`src/rtl/serial_in_if.sv`:
```
// Purpose: host serial pins plus the SRAM write bus for the serial loader.
// Latency: none (signal bundle only).
// Backpressure: none; SRAM accepts every wen pulse, host pacing is open-loop.
interface serial_in_if;
  // host side (asynchronous to clk)
  logic        sSCLK;
  logic        sMOSI;
  logic        sSS;
  // SRAM write side
  logic        wen;
  logic [15:0] addr;
  logic [15:0] wdata;

  // loader drives the SRAM bus and listens to the host pins
  modport master (
    input  sSCLK,
    input  sMOSI,
    input  sSS,
    output wen,
    output addr,
    output wdata
  );

  // host/SRAM model view
  modport slave (
    output sSCLK,
    output sMOSI,
    output sSS,
    input  wen,
    input  addr,
    input  wdata
  );
endinterface

```
`src/rtl/serial_in.sv`:
```
// Purpose: SPI-style host loader, assembles 16-bit words and writes them to SRAM; optional checksum via SERIAL_IN_CHECKSUM_EN.
// Latency: wen/wdata/addr one clk after the synchronized 16th sSCLK rise (pins to strobe ~3 clk).
// Backpressure: none; host must keep sSCLK phases >= 3 clk, the SRAM takes one write per word.
module serial_in #(
  parameter logic [15:0] LAST_ADDR = 16'hffff
) (
  input  logic        clk,
  input  logic        rst,
  input  logic        en,
  serial_in_if.master bus,
  output logic        busy,
  output logic        done,
  output logic [15:0] checksum
);

  localparam logic [2:0] ST_ARM   = 3'd0;
  localparam logic [2:0] ST_IDLE  = 3'd1;
  localparam logic [2:0] ST_SHIFT = 3'd2;
  localparam logic [2:0] ST_WRITE = 3'd3;
  localparam logic [2:0] ST_FULL  = 3'd4;

  // synchronizer and edge-detect state
  logic sclk_s1_q, sclk_s1_d, sclk_s2_q, sclk_s2_d, sclk_prev_q, sclk_prev_d;
  logic mosi_s1_q, mosi_s1_d, mosi_s2_q, mosi_s2_d;
  logic ss_s1_q, ss_s1_d, ss_s2_q, ss_s2_d;
  logic [1:0] warm_q, warm_d;

  // control / datapath state
  logic [2:0]  state_q, state_d;
  logic [15:0] shreg_q, shreg_d;
  logic [3:0]  cnt_q, cnt_d;
  logic [15:0] addr_q, addr_d;
  logic [15:0] wdata_q, wdata_d;
  logic        wen_q, wen_d;
  logic        done_q, done_d;

  logic sclk_rise;

  // Two-flop synchronizers; warm counts the cycles until the reset-time
  // idle values have been flushed out and ss_s2 reflects the real pin.
  always_comb begin
    sclk_s1_d   = bus.sSCLK;
    sclk_s2_d   = sclk_s1_q;
    sclk_prev_d = sclk_s2_q;
    mosi_s1_d   = bus.sMOSI;
    mosi_s2_d   = mosi_s1_q;
    ss_s1_d     = bus.sSS;
    ss_s2_d     = ss_s1_q;
    warm_d      = (warm_q == 2'd2) ? warm_q : warm_q + 2'd1;
  end

  // Synchronizer registers, reset to the idle bus state (sSCLK 0, sSS 1).
  always_ff @(posedge clk) begin
    if (!rst) begin
      sclk_s1_q   <= 1'b0;
      sclk_s2_q   <= 1'b0;
      sclk_prev_q <= 1'b0;
      mosi_s1_q   <= 1'b0;
      mosi_s2_q   <= 1'b0;
      ss_s1_q     <= 1'b1;
      ss_s2_q     <= 1'b1;
      warm_q      <= 2'd0;
    end else begin
      sclk_s1_q   <= sclk_s1_d;
      sclk_s2_q   <= sclk_s2_d;
      sclk_prev_q <= sclk_prev_d;
      mosi_s1_q   <= mosi_s1_d;
      mosi_s2_q   <= mosi_s2_d;
      ss_s1_q     <= ss_s1_d;
      ss_s2_q     <= ss_s2_d;
      warm_q      <= warm_d;
    end
  end

  assign sclk_rise = sclk_s2_q & ~sclk_prev_q;

  // Frame FSM: shift bits, emit one write per 16 bits, stop at LAST_ADDR.
  always_comb begin
    state_d = state_q;
    shreg_d = shreg_q;
    cnt_d   = cnt_q;
    addr_d  = addr_q;
    wdata_d = wdata_q;
    wen_d   = 1'b0;
    done_d  = done_q;
    case (state_q)
      ST_ARM: begin
        // the stale reset value of ss_s2 must not count as a deassert,
        // otherwise a frame cut by reset would be picked up mid-word
        if (warm_q == 2'd2 && ss_s2_q) state_d = ST_IDLE;
      end
      ST_IDLE: begin
        if (!ss_s2_q) begin
          if (en) begin
            state_d = ST_SHIFT;
            cnt_d   = 4'd0;
            shreg_d = 16'd0;
            addr_d  = 16'd0;
            done_d  = 1'b0;
          end else begin
            state_d = ST_ARM;
          end
        end
      end
      ST_SHIFT: begin
        // deassert is checked first so it wins over a coincident 16th edge
        if (ss_s2_q) begin
          state_d = ST_IDLE;
        end else if (sclk_rise) begin
          shreg_d = {shreg_q[14:0], mosi_s2_q};
          cnt_d   = cnt_q + 4'd1;
          if (cnt_q == 4'd15) begin
            state_d = ST_WRITE;
            wen_d   = 1'b1;
            wdata_d = {shreg_q[14:0], mosi_s2_q};
          end
        end
      end
      ST_WRITE: begin
        // the write is already on the bus this cycle; decide what follows
        if (addr_q == LAST_ADDR) begin
          done_d  = 1'b1;
          state_d = ss_s2_q ? ST_IDLE : ST_FULL;
        end else begin
          addr_d  = addr_q + 16'd1;
          state_d = ss_s2_q ? ST_IDLE : ST_SHIFT;
        end
      end
      ST_FULL: begin
        if (ss_s2_q) state_d = ST_IDLE;
      end
      default: state_d = ST_ARM;
    endcase
  end

  // FSM and datapath registers.
  always_ff @(posedge clk) begin
    if (!rst) begin
      state_q <= ST_ARM;
      shreg_q <= 16'd0;
      cnt_q   <= 4'd0;
      addr_q  <= 16'd0;
      wdata_q <= 16'd0;
      wen_q   <= 1'b0;
      done_q  <= 1'b0;
    end else begin
      state_q <= state_d;
      shreg_q <= shreg_d;
      cnt_q   <= cnt_d;
      addr_q  <= addr_d;
      wdata_q <= wdata_d;
      wen_q   <= wen_d;
      done_q  <= done_d;
    end
  end

  assign bus.wen   = wen_q;
  assign bus.addr  = addr_q;
  assign bus.wdata = wdata_q;
  assign busy      = (state_q == ST_SHIFT) || (state_q == ST_WRITE);
  assign done      = done_q;

`ifdef SERIAL_IN_CHECKSUM_EN
  logic [15:0] csum_q, csum_d;
  logic        frame_start;

  assign frame_start = (state_q == ST_IDLE) && !ss_s2_q && en;

  // Running mod-2^16 sum of written words, restarted with each accepted frame.
  always_comb begin
    csum_d = csum_q;
    if (frame_start)  csum_d = 16'd0;
    else if (wen_q)   csum_d = csum_q + wdata_q;
  end

  // Checksum register.
  always_ff @(posedge clk) begin
    if (!rst) csum_q <= 16'd0;
    else      csum_q <= csum_d;
  end

  assign checksum = csum_q;
`else
  assign checksum = 16'd0;
`endif

endmodule

```
`src/flat_wrapper.sv`:
```
// flat-port wrapper written by rule: the top's interface ports become plain ports
module serial_in_flat 
#(
  parameter logic [15:0] LAST_ADDR = 16'hffff
)
  (clk, rst, en, busy, done, checksum, bus_sSCLK, bus_sMOSI, bus_sSS, bus_wen, bus_addr, bus_wdata);
  serial_in_if bus_i ();
  input  logic clk;
  input  logic rst;
  input  logic en;
  output logic busy;
  output logic done;
  output logic [15:0] checksum;
  input wire logic [$bits(bus_i.sSCLK)-1:0] bus_sSCLK;
  input wire logic [$bits(bus_i.sMOSI)-1:0] bus_sMOSI;
  input wire logic [$bits(bus_i.sSS)-1:0] bus_sSS;
  output wire logic [$bits(bus_i.wen)-1:0] bus_wen;
  output wire logic [$bits(bus_i.addr)-1:0] bus_addr;
  output wire logic [$bits(bus_i.wdata)-1:0] bus_wdata;
  assign bus_i.sSCLK = bus_sSCLK;
  assign bus_i.sMOSI = bus_sMOSI;
  assign bus_i.sSS = bus_sSS;
  assign bus_wen = bus_i.wen;
  assign bus_addr = bus_i.addr;
  assign bus_wdata = bus_i.wdata;
  serial_in #(.LAST_ADDR(LAST_ADDR)) u_core (.clk(clk), .rst(rst), .en(en), .bus(bus_i), .busy(busy), .done(done), .checksum(checksum));
endmodule
```
`config.mk`:
```
export PLATFORM = sky130hd
export DESIGN_NAME = serial_in_flat
export DESIGN_NICKNAME = d
export VERILOG_FILES = /design/src/rtl/serial_in_if.sv /design/src/rtl/serial_in.sv /design/src/flat_wrapper.sv
export SDC_FILE = /design/constraint.sdc
export NUM_CORES = 1
export LEC_CHECK = 0
export ABC_AREA = 1
export ABC_CLOCK_PERIOD_IN_PS = 3500
export CORE_MARGIN = 2
export CORE_UTILIZATION = 50
export DETAILED_ROUTE_END_ITERATION = 12
export PLACE_DENSITY = 0.76
export SLEW_MARGIN = 20
export SYNTH_ARGS = -nofsm -noshare
export SYNTH_HDL_FRONTEND = slang
export SYNTH_SLANG_ARGS = --single-unit
```
`constraint.sdc`:
```
create_clock -name clk -period 3.5 [get_ports clk]
set_clock_uncertainty 0.15 [all_clocks]
set_input_delay 0.35 -clock clk [delete_from_list [all_inputs] [get_ports clk]]
set_output_delay 0.35 -clock clk [all_outputs]
set_load 0.01 [all_outputs]
```
==> impl_metrics.csv, run 1 <==
group,metric,value,unit
pwr,p_leak,1.451,nW
pwr,power.switching,0.4218,mW
pwr,p_sw_share,24.64,%
yosys,ys_seq_area_share,43.14,%
place,port_buffers,40,
sta,fin_crit_sh,68.41,%
sta,timing.final.ws_setup,1.106,ns
place,place_area,3376,um^2
yosys,synth_most_common_cell,"nand2_1",
place,gp_congestion,0.8966,
setup_path,required,3.55,ns
sta,tns,0,ns
setup_path,cp_max_fo,33,
pwr,pwr-share-clk,44.6,%
pwr,p_int,1.290,mW
cts,tritoncts,"built",
setup_path,r2r_slack,1.11,ns
sta,setup_viol,0,
pwr,seqPwrFrac,45.8,%
routing,dr.pass1.iters,4,
routing,avgRoutedWirePerCell,11.30,um
grt,antenna_found_initial,0,
setup_path,worstSetupStartpointType,"flop",
setup_path,path_class,"flop to flop",
pwr,pwr-share-comb,9.7,%
layout,fill_cells,542,
place,dpl.hpwl,4.141,mm
sta,fmax,0.4177,GHz
grt,grt_pass1_wl,10.10,mm
floorplanning,die_y,81.68,um
run,cap_violations,0,
cts,postCtsResizedCells,0,
layout,drive_gt1_share,9.389,%
run_status,status,"finished, final reports clean",
layout,final_nets,462,
cts,cts_hold_buffers,0,
floorplanning,io_pins,57,
yosys,synth-edff-count,0,
hold_path,hold_class,"flop to flop",
yosys,yosysTopAreaCell,"dfxtp_1",
sta,hold_violations,0,
yosys,synth_seq_cells,65,
sta,tightest_slew,0.9230,ns
floorplanning,design.core.area,5886,um^2
grt,grt_start_max_net_pins,47,
yosys,synthArstFlopShare,0,%
layout,syn_to_final_growth,19.95,%
cts,clk_pin_slew,0.07,ns
cts,htreeDepth,3,
setup_path,cp_data_arrival_time,2.44,ns
routing,final_antenna_net_count,0,
yosys,syn_area_per_cell,7.252,um^2
cts,cts_buffers,9,
yosys,ys_types,32,
floorplanning,start_util,51.25,%
yosys,synthSimpleGateAreaFrac,22.73,%
yosys,synth.area.mux_share,0,%
pwr,power,1.712,mW
sta,slew_violations,0,
pwr,powerDensity,473.1,nW/um^2
yosys,synth_top_cell_area_share,43.14,%
yosys,synthCells,416,
place,place_ws,1.037,ns
routing,vias,2627,
floorplanning,rows,28,
grt,grt-ovfl-total,0,
routing,avgViaCountPerCell,4.929,
pwr,vdd_drop_max,0.0003137,V
floorplanning,die_width,81.68,um
cts,cts-root-buf,"clkbuf_8",
yosys,ys_warn_count,0,
yosys,synthesis.area,3017,um^2
routing,wl,6.021,mm
cts,clkSinkCount,65,
cts,clock_latency,0.34,ns
cts,clk_path_buf_depth,2,
yosys,synthXorXnorAreaFrac,0.5807,%
yosys,synth_top_family_by_area,"simple AND/OR/NAND/NOR gates",
sta,relSlewSlack,38.32,%
cts,post_cts_buffers,0,
yosys,synth-compound-area-share,18.54,%
routing,drt_iter0_drc,146,
sta,rsz0062_at_grt,"false",
grt,grt_usage,19.43,%
sta,period_needed,2.394,ns
layout,diodes,0,
sta,holdWs,0.2679,ns
yosys,synth_common_cells,"nand2_1, dfxtp_1, inv_1, a21oi_1, nor2_1",
yosys,synthAdderAreaFrac,1.244,%
grt,grt_pass1_vias,2317,
layout,fin_area,3618,um^2
setup_path,worstSetupEndpointType,"flop",
routing,drc,0,
yosys,synthFlopType,"dfxtp_1",
yosys,synthTopCellsByArea,"dfxtp_1, nand2_1, a21oi_1",
floorplanning,dieArea,6671,um^2
-- worst max-delay path: stages, from the launching register on --
cell and delay, ns:
dfxtp_1 0.36, inv_2 0.08, nor3_4 0.10, buf_4 0.30
nand2_4 0.09, nor2_4 0.11, nand2_1 0.53, o21ai_0 0.45
a21oi_1 0.06
-- per-stage QoR --
| step | instances | utilization [%] |
|---|---|---|
| final | 533 | 61.48 |
| after global routing | 533 | 61.48 |
| after CTS | 533 | 61.48 |
| after detailed placement | 517 | 57.36 |
| after global placement | 517 | 57.36 |
| after floorplan | 431 | - |
-- flip-flops by register name, indices dropped and copies added, names as in the netlist --
register / cells
u_core.bus.addr: 16
u_core.bus.wdata: 16
u_core.shreg_q: 15
u_core.cnt_q: 4
u_core.state_q: 3
u_core.warm_q: 2
u_core.bus.wen: 1
u_core.done: 1
u_core.mosi_s1_q: 1
u_core.mosi_s2_q: 1
u_core.sclk_prev_d: 1
u_core.sclk_prev_q: 1
u_core.sclk_s1_q: 1
u_core.ss_s1_q: 1
u_core.ss_s2_q: 1
-- path summary, 6_finish.rpt --
kind	from	end	cells after the start
worst min-delay path	u_core.sclk_s1_q$_SDFF_PN0_	u_core.sclk_prev_d$_SDFF_PN0_	2
worst max-delay path	u_core.state_q[1]$_SDFFE_PN0P_	u_core.bus.wdata[3]$_SDFFE_PN0P_	8
worst min register to register	u_core.sclk_s1_q$_SDFF_PN0_	u_core.sclk_prev_d$_SDFF_PN0_	2
worst max register to register	u_core.state_q[1]$_SDFFE_PN0P_	u_core.bus.wdata[3]$_SDFFE_PN0P_	8
-- cell usage in the layout, fill, tap and decap left out, types with 16 or more instances in the layout --
cell,n
clkdlybuf4s50_1,40
a21oi_1,47
dfxtp_1,65
nand3_1,23
o21ai_0,43
nand2_1,68
inv_1,49
conb_1,16
nor2_1,46
-- cells by family after synthesis --
| logic type | count (synthesis) |
|---|---|
| and+or+nand+nor | 157 |
| DFF | 65 |
| other | 1 |
| AOI/OAI and AO/OA | 103 |
| adders and majority gates | 3 |
| xor gates and xnor gates | 2 |
| buffers and inverters | 85 |
-- power by group through the flow --
| stage | clock, mW | sequential [mW] | combinational, mW |
|---|---|---|---|
| final | 0.763 | 0.783 | 0.166 |
| after global routing | 0.814 | 0.785 | 0.190 |
| after CTS | 0.779 | 0.783 | 0.164 |
| after detailed placement | 0 | 0.800 | 0.163 |
| after global placement | 0 | 0.798 | 0.161 |
| after floorplan | 0 | 0.795 | 0.151 |
-- layout make-up --
cell class / instances / area (um^2) / area share, %
Clock buffer: 9 / 123.9 / 3.423
Clock inverter: 7 / 118.9 / 3.285
Inverter: 54 / 205.2 / 5.671
Multi-Input combinational cell: 281 / 1360 / 37.59
Sequential cell: 65 / 1301 / 35.96
Tap cell: 75 / 93.84 / 2.593
Timing Repair Buffer: 42 / 415.4 / 11.48
-- per-layer routing --
metal | vias up | part of all wire (%) | global-route usage (%)
met1 | 1174 | 48 | 24.86
met5 | - | 0 | 0
met4 | 0 | 1.6 | 9.333
met3 | 8 | 5.3 | 4.286
met2 | 65 | 45 | 31.15
li1 | 1380 | - | -
Power figures use the tool's default switching activity.
==> run 2, diff against run 1 <==
ABC_CLOCK_PERIOD_IN_PS = 2400   (was 3500)
clock period = 2.4 ns   (was 3.5 ns; I/O delays follow)
==> impl_metrics.csv, run 2 (synthesized netlist as in run 1, its figures left out) <==
group,metric,value,unit
sta,timing.final.ws_setup,0.4137,ns
setup_path,r2r-start,"u_core.bus.addr[0]$_SDFFE_PN0P_",
layout,drive_gt1_share,9.761,%
floorplanning,start_util,51.25,%
routing,avgViaCountPerCell,5.030,
setup_path,r2r_end,"u_core.bus.addr[11]$_SDFFE_PN0P_",
place,place_area,3398,um^2
grt,antenna_found_initial,0,
setup_path,cp_cell_sequence,"ha_1 -> nand3_1 -> inv_1 -> nand2_1 -> nor2_2 -> nand2_1 -> nand2_2 -> nand2_1 -> a21oi_1",
cts,htreeDepth,3,
setup_path,required,2.52,ns
sta,fmax,0.5034,GHz
floorplanning,rows,28,
cts,cts-root-buf,"clkbuf_8",
grt,grt_pass1_vias,2531,
setup_path,cp_slowest_cell,"dfxtp_1",
grt,grt-ovfl-total,0,
routing,avgRoutedWirePerCell,11.94,um
sta,period_needed,1.986,ns
pwr,powerDensity,652.6,nW/um^2
sta,rsz0062_at_grt,"false",
layout,diodes,0,
layout,layout_common_cells,"nand2_1, dfxtp_1, inv_1, a21oi_1, nor2_1",
sta,holdWs,0.2614,ns
run,cap_violations,0,
setup_path,cp-endpoint,"u_core.bus.addr[11]$_SDFFE_PN0P_",
setup_path,cp_data_arrival_time,2.11,ns
setup_path,cpPeakStageDelay,0.41,ns
floorplanning,design.core.area,5886,um^2
setup_path,path_class,"flop to flop",
cts,postCtsResizedCells,0,
pwr,p_leak,1.453,nW
setup_path,r2r_slack,0.41,ns
setup_path,worstSetupEndpointType,"flop",
place,place_ws,0.4116,ns
cts,clk_pin_slew,0.08,ns
sta,tns,0,ns
routing,drt_iter0_drc,152,
place,gp_congestion,0.8895,
floorplanning,die_width,81.68,um
sta,slew_violations,0,
pwr,power,2.353,mW
layout,final_common_cell,"nand2_1",
grt,grt_usage,20.65,%
sta,hold_violations,0,
layout,fill_cells,571,
grt,grt_pass1_wl,10.79,mm
layout,syn_to_final_growth,19.49,%
cts,tritoncts,"built",
sta,setup_viol,0,
cts,post_cts_buffers,0,
setup_path,crit_start,"u_core.bus.addr[0]$_SDFFE_PN0P_",
sta,fin_crit_sh,82.76,%
setup_path,worstSetupStartpointType,"flop",
cts,clock_latency,0.35,ns
pwr,vdd_drop_max,0.0003905,V
hold_path,worstHoldStart,"u_core.mosi_s1_q$_SDFF_PN0_",
cts,cts_buffers,9,
setup_path,reg2regPathDepth,9,
routing,drc,0,
cts,clkSinkCount,65,
floorplanning,dieArea,6671,um^2
cts,cts_hold_buffers,0,
hold_path,hold_class,"flop to flop",
hold_path,worstHoldPathCells,2,
routing,final_antenna_net_count,0,
layout,fin_area,3605,um^2
floorplanning,io_pins,57,
setup_path,crit_top_cell,"nand2_1",
layout,final_nets,465,
place,dpl.hpwl,4.283,mm
grt,grt_start_max_net_pins,46,
floorplanning,die_y,81.68,um
run_status,status,"finished, final reports clean",
routing,vias,2696,
routing,wl,6.401,mm
setup_path,cp_max_fo,14,
place,port_buffers,40,
routing,dr.pass1.iters,4,
cts,clk_path_buf_depth,2,
-- run 2: cell count changes in the layout (fill, tap and decap cells not counted) --
cell        delta
buf_4          +3
clkbuf_8       +2
clkbuf_1       +1
bufinv_16      -2
clkinvlp_4     -1
-- run 2: stage by stage --
| stage | util, % | instances |
|---|---|---|
| 2_1_floorplan | - | 431 |
| 3_3_place_gp | 57.74 | 520 |
| 3_5_place_dp | 57.74 | 520 |
| 4_1_cts | 61.25 | 536 |
| 5_1_grt | 61.25 | 536 |
| 6_report | 61.25 | 536 |
-- run 2: where the power goes --
group,switching [mW],internal [mW]
Combinational,0.164,0.0810
Sequential,0.0280,1.11
Clock,0.430,0.537
-- run 2: per-layer routing --
layer  vias to the layer above  track usage [%]  part of all wire, %
li1                       1386                -                    -
met1                      1228            25.50                   47
met2                        73            34.02                   46
met3                         9            5.495                  5.4
met4                         0            8.833                  1.4
met5                         -                0                    0
-- run 2: area by class of cell --
type                            instances  area [um^2]  share of cell area, %
Clock buffer                           12        155.1                  4.304
Clock inverter                          4        51.30                  1.423
Inverter                               54        205.2                  5.692
Multi-Input combinational cell        281         1360                  37.73
Sequential cell                        65         1301                  36.10
Tap cell                               75        93.84                  2.603
Timing Repair Buffer                   45        437.9                  12.15
-- run 2: worst max-delay path, delay by kind of cell, from the launching register on --
| family | cells | cell delay, ns |
|---|---|---|
| compound gates | 1 | 0.15 |
| fa+ha+maj | 1 | 0.21 |
| buf+inv | 1 | 0.12 |
| flops | 1 | 0.41 |
| simple gates | 6 | 0.87 |
-- run 2: worst min path at each step --
stage	to	slack, ns
2_1_floorplan	u_core.mosi_s1_q$_SDFF_PN0_	0.19
3_3_place_gp	u_core.mosi_s2_q$_SDFF_PN0_	0.25
3_5_place_dp	u_core.mosi_s2_q$_SDFF_PN0_	0.26
4_1_cts	u_core.sclk_s1_q$_SDFF_PN0_	0.26
5_1_grt	u_core.ss_s2_q$_SDFF_PN1_	0.29
6_report	u_core.mosi_s2_q$_SDFF_PN0_	0.26
==> run 3, diff against run 2 <==
ABC_CLOCK_PERIOD_IN_PS = 1800   (was 2400)
CORE_UTILIZATION = 47   (was 50)
PLACE_DENSITY = 0.75   (was 0.76)
clock period = 1.8 ns   (was 2.4 ns; I/O delays follow)
==> impl_metrics.csv, run 3 (synthesized netlist as in run 1, its figures left out) <==
group,metric,value,unit
routing,wl,6.565,mm
pwr,vdd_drop_max,0.0007640,V
setup_path,r2r_slack,0.11,ns
setup_path,cp_data_arrival_time,1.38,ns
floorplanning,design.core.area,6277,um^2
routing,final_antenna_net_count,0,
cts,htreeDepth,3,
setup_path,cp_slowest_cell,"clkdlybuf4s50_1",
setup_path,r2r_end,"u_core.bus.addr[9]$_SDFFE_PN0P_",
cts,cts_hold_buffers,0,
sta,rsz0062_at_grt,"true",
sta,period_needed,1.707,ns
cts,clk_path_buf_depth,2,
setup_path,cp_num_buf_inv,2,
cts,cts_buffers,9,
layout,drive_gt1_share,15.95,%
grt,grt_usage,19.98,%
pwr,p_leak,1.622,nW
setup_path,reg2regPathDepth,8,
setup_path,required,1.47,ns
run_status,status,"finished, final reports clean",
floorplanning,start_util,48.06,%
floorplanning,die_y,84.12,um
setup_path,cp_max_fo,5,
layout,layout_common_cells,"nand2_1, dfxtp_1, inv_1, a21oi_1, nor2_1",
pwr,p_sw_share,26.32,%
pwr,power.switching,0.8572,mW
floorplanning,die_width,84.12,um
sta,tns,0,ns
setup_path,worstSetupEndpointType,"output pin",
grt,grt-ovfl-total,0,
cts,cts-root-buf,"clkbuf_8",
setup_path,worstSetupStartpointType,"flop",
cts,clkSinkCount,65,
pwr,seqPwrFrac,46.8,%
grt,antenna_found_initial,0,
sta,slew_violations,0,
routing,wl_met3,392,um
setup_path,cp_cell_sequence,"buf_4 -> clkdlybuf4s50_1",
routing,drc,0,
layout,diodes,0,
cts,post_cts_buffers,0,
floorplanning,rows,29,
cts,clock_latency,0.35,ns
sta,holdWs,0.2081,ns
grt,grt_start_max_net_pins,29,
routing,avgRoutedWirePerCell,11.60,um
hold_path,min_to,"u_core.mosi_s1_q$_SDFF_PN0_",
place,port_buffers,40,
sta,setup_viol,0,
pwr,p_int,2.400,mW
hold_path,worstHoldStart,"bus_sMOSI",
floorplanning,dieArea,7075,um^2
sta,hold_violations,0,
place,place_area,3611,um^2
layout,syn_to_final_growth,27.83,%
setup_path,cpPeakStageDelay,0.53,ns
run,cap_violations,0,
routing,vias,2811,
layout,final_nets,493,
layout,fin_area,3856,um^2
routing,wl_met1,2.971,mm
cts,tritoncts,"built",
hold_path,worstHoldPathCells,3,
pwr,powerDensity,844.6,nW/um^2
setup_path,r2r-start,"u_core.state_q[2]$_SDFFE_PN0P_",
pwr,power,3.257,mW
setup_path,path_class,"flop to output pin",
routing,top_layer_used,"met4",
routing,dr.pass1.iters,4,
sta,fin_crit_sh,94.81,%
routing,met2WireLength,3.090,mm
floorplanning,io_pins,57,
cts,postCtsResizedCells,0,
pwr,pwr-share-comb,10.9,%
hold_path,hold_class,"primary input to flop",
routing,drt_iter0_drc,225,
pwr,pwr-share-clk,42.4,%
cts,clk_pin_slew,0.07,ns
place,gp_congestion,0.8465,
layout,final_common_cell,"nand2_1",
setup_path,crit_family,"buffers and inverters",
grt,grt_pass1_wl,11.44,mm
sta,fmax,0.5859,GHz
place,dpl.hpwl,4.835,mm
routing,avgViaCountPerCell,4.966,
grt,grt_pass1_vias,2586,
[run 3: cell type report]
type,count,area [um^2]
clock inverter,7,101.3
timing repair buffer,73,654.4
multi-input combinational,281,1373
tap,77,96.34
fill,571,2421
inverter,54,205.2
sequential,65,1303
clock buffer,9,123.9
[run 3: worst min-delay path: cells and delay by family]
family,cells,cell delay (ns)
AND/OR/NAND/NOR,1,0.06
buffers and inverters,2,0.42
[run 3: power by group through the flow]
stage | Sequential (mW) | Clock (mW) | Combinational (mW)
final | 1.52 | 1.38 | 0.355
after global routing | 1.53 | 1.48 | 0.403
after CTS | 1.52 | 1.42 | 0.349
after detailed placement | 1.55 | 0 | 0.344
after global placement | 1.55 | 0 | 0.333
after floorplan | 1.55 | 0 | 0.293
[run 3: worst max path at each step]
| stage | endpoint | cells past startpoint | startpoint | slack, ns |
|---|---|---|---|---|
| after floorplan | u_core.bus.addr[3]$_SDFFE_PN0P_ | 10 | u_core.bus.addr[0]$_SDFFE_PN0P_ | 0.06 |
| final | bus_addr[12] | 2 | u_core.bus.addr[12]$_SDFFE_PN0P_ | 0.09 |
| after detailed placement | u_core.shreg_q[5]$_SDFFE_PN0P_ | 8 | en | -0.005 |
| after global routing | u_core.bus.addr[7]$_SDFFE_PN0P_ | 7 | u_core.state_q[2]$_SDFFE_PN0P_ | -0.05 |
| after global placement | u_core.shreg_q[2]$_SDFFE_PN0P_ | 8 | en | 0.07 |
| after CTS | busy | 3 | u_core.state_q[1]$_SDFFE_PN0P_ | 0.02 |
[run 3: through the flow]
stage	std cells	worst slack, ns	util [%]
final	566	0.09336	61.43
after global routing	566	-0.04880	61.43
after CTS	566	0.02057	61.11
after floorplan	431	0.06378	-
after global placement	550	0.06628	57.52
after detailed placement	550	-0.005127	57.52
[run 3: metal layers]
metal | up-vias | track usage (%)
li1 | 1439 | -
met1 | 1276 | 24.95
met2 | 85 | 31.96
met3 | 11 | 6.627
met4 | 0 | 7.771
met5 | - | 0
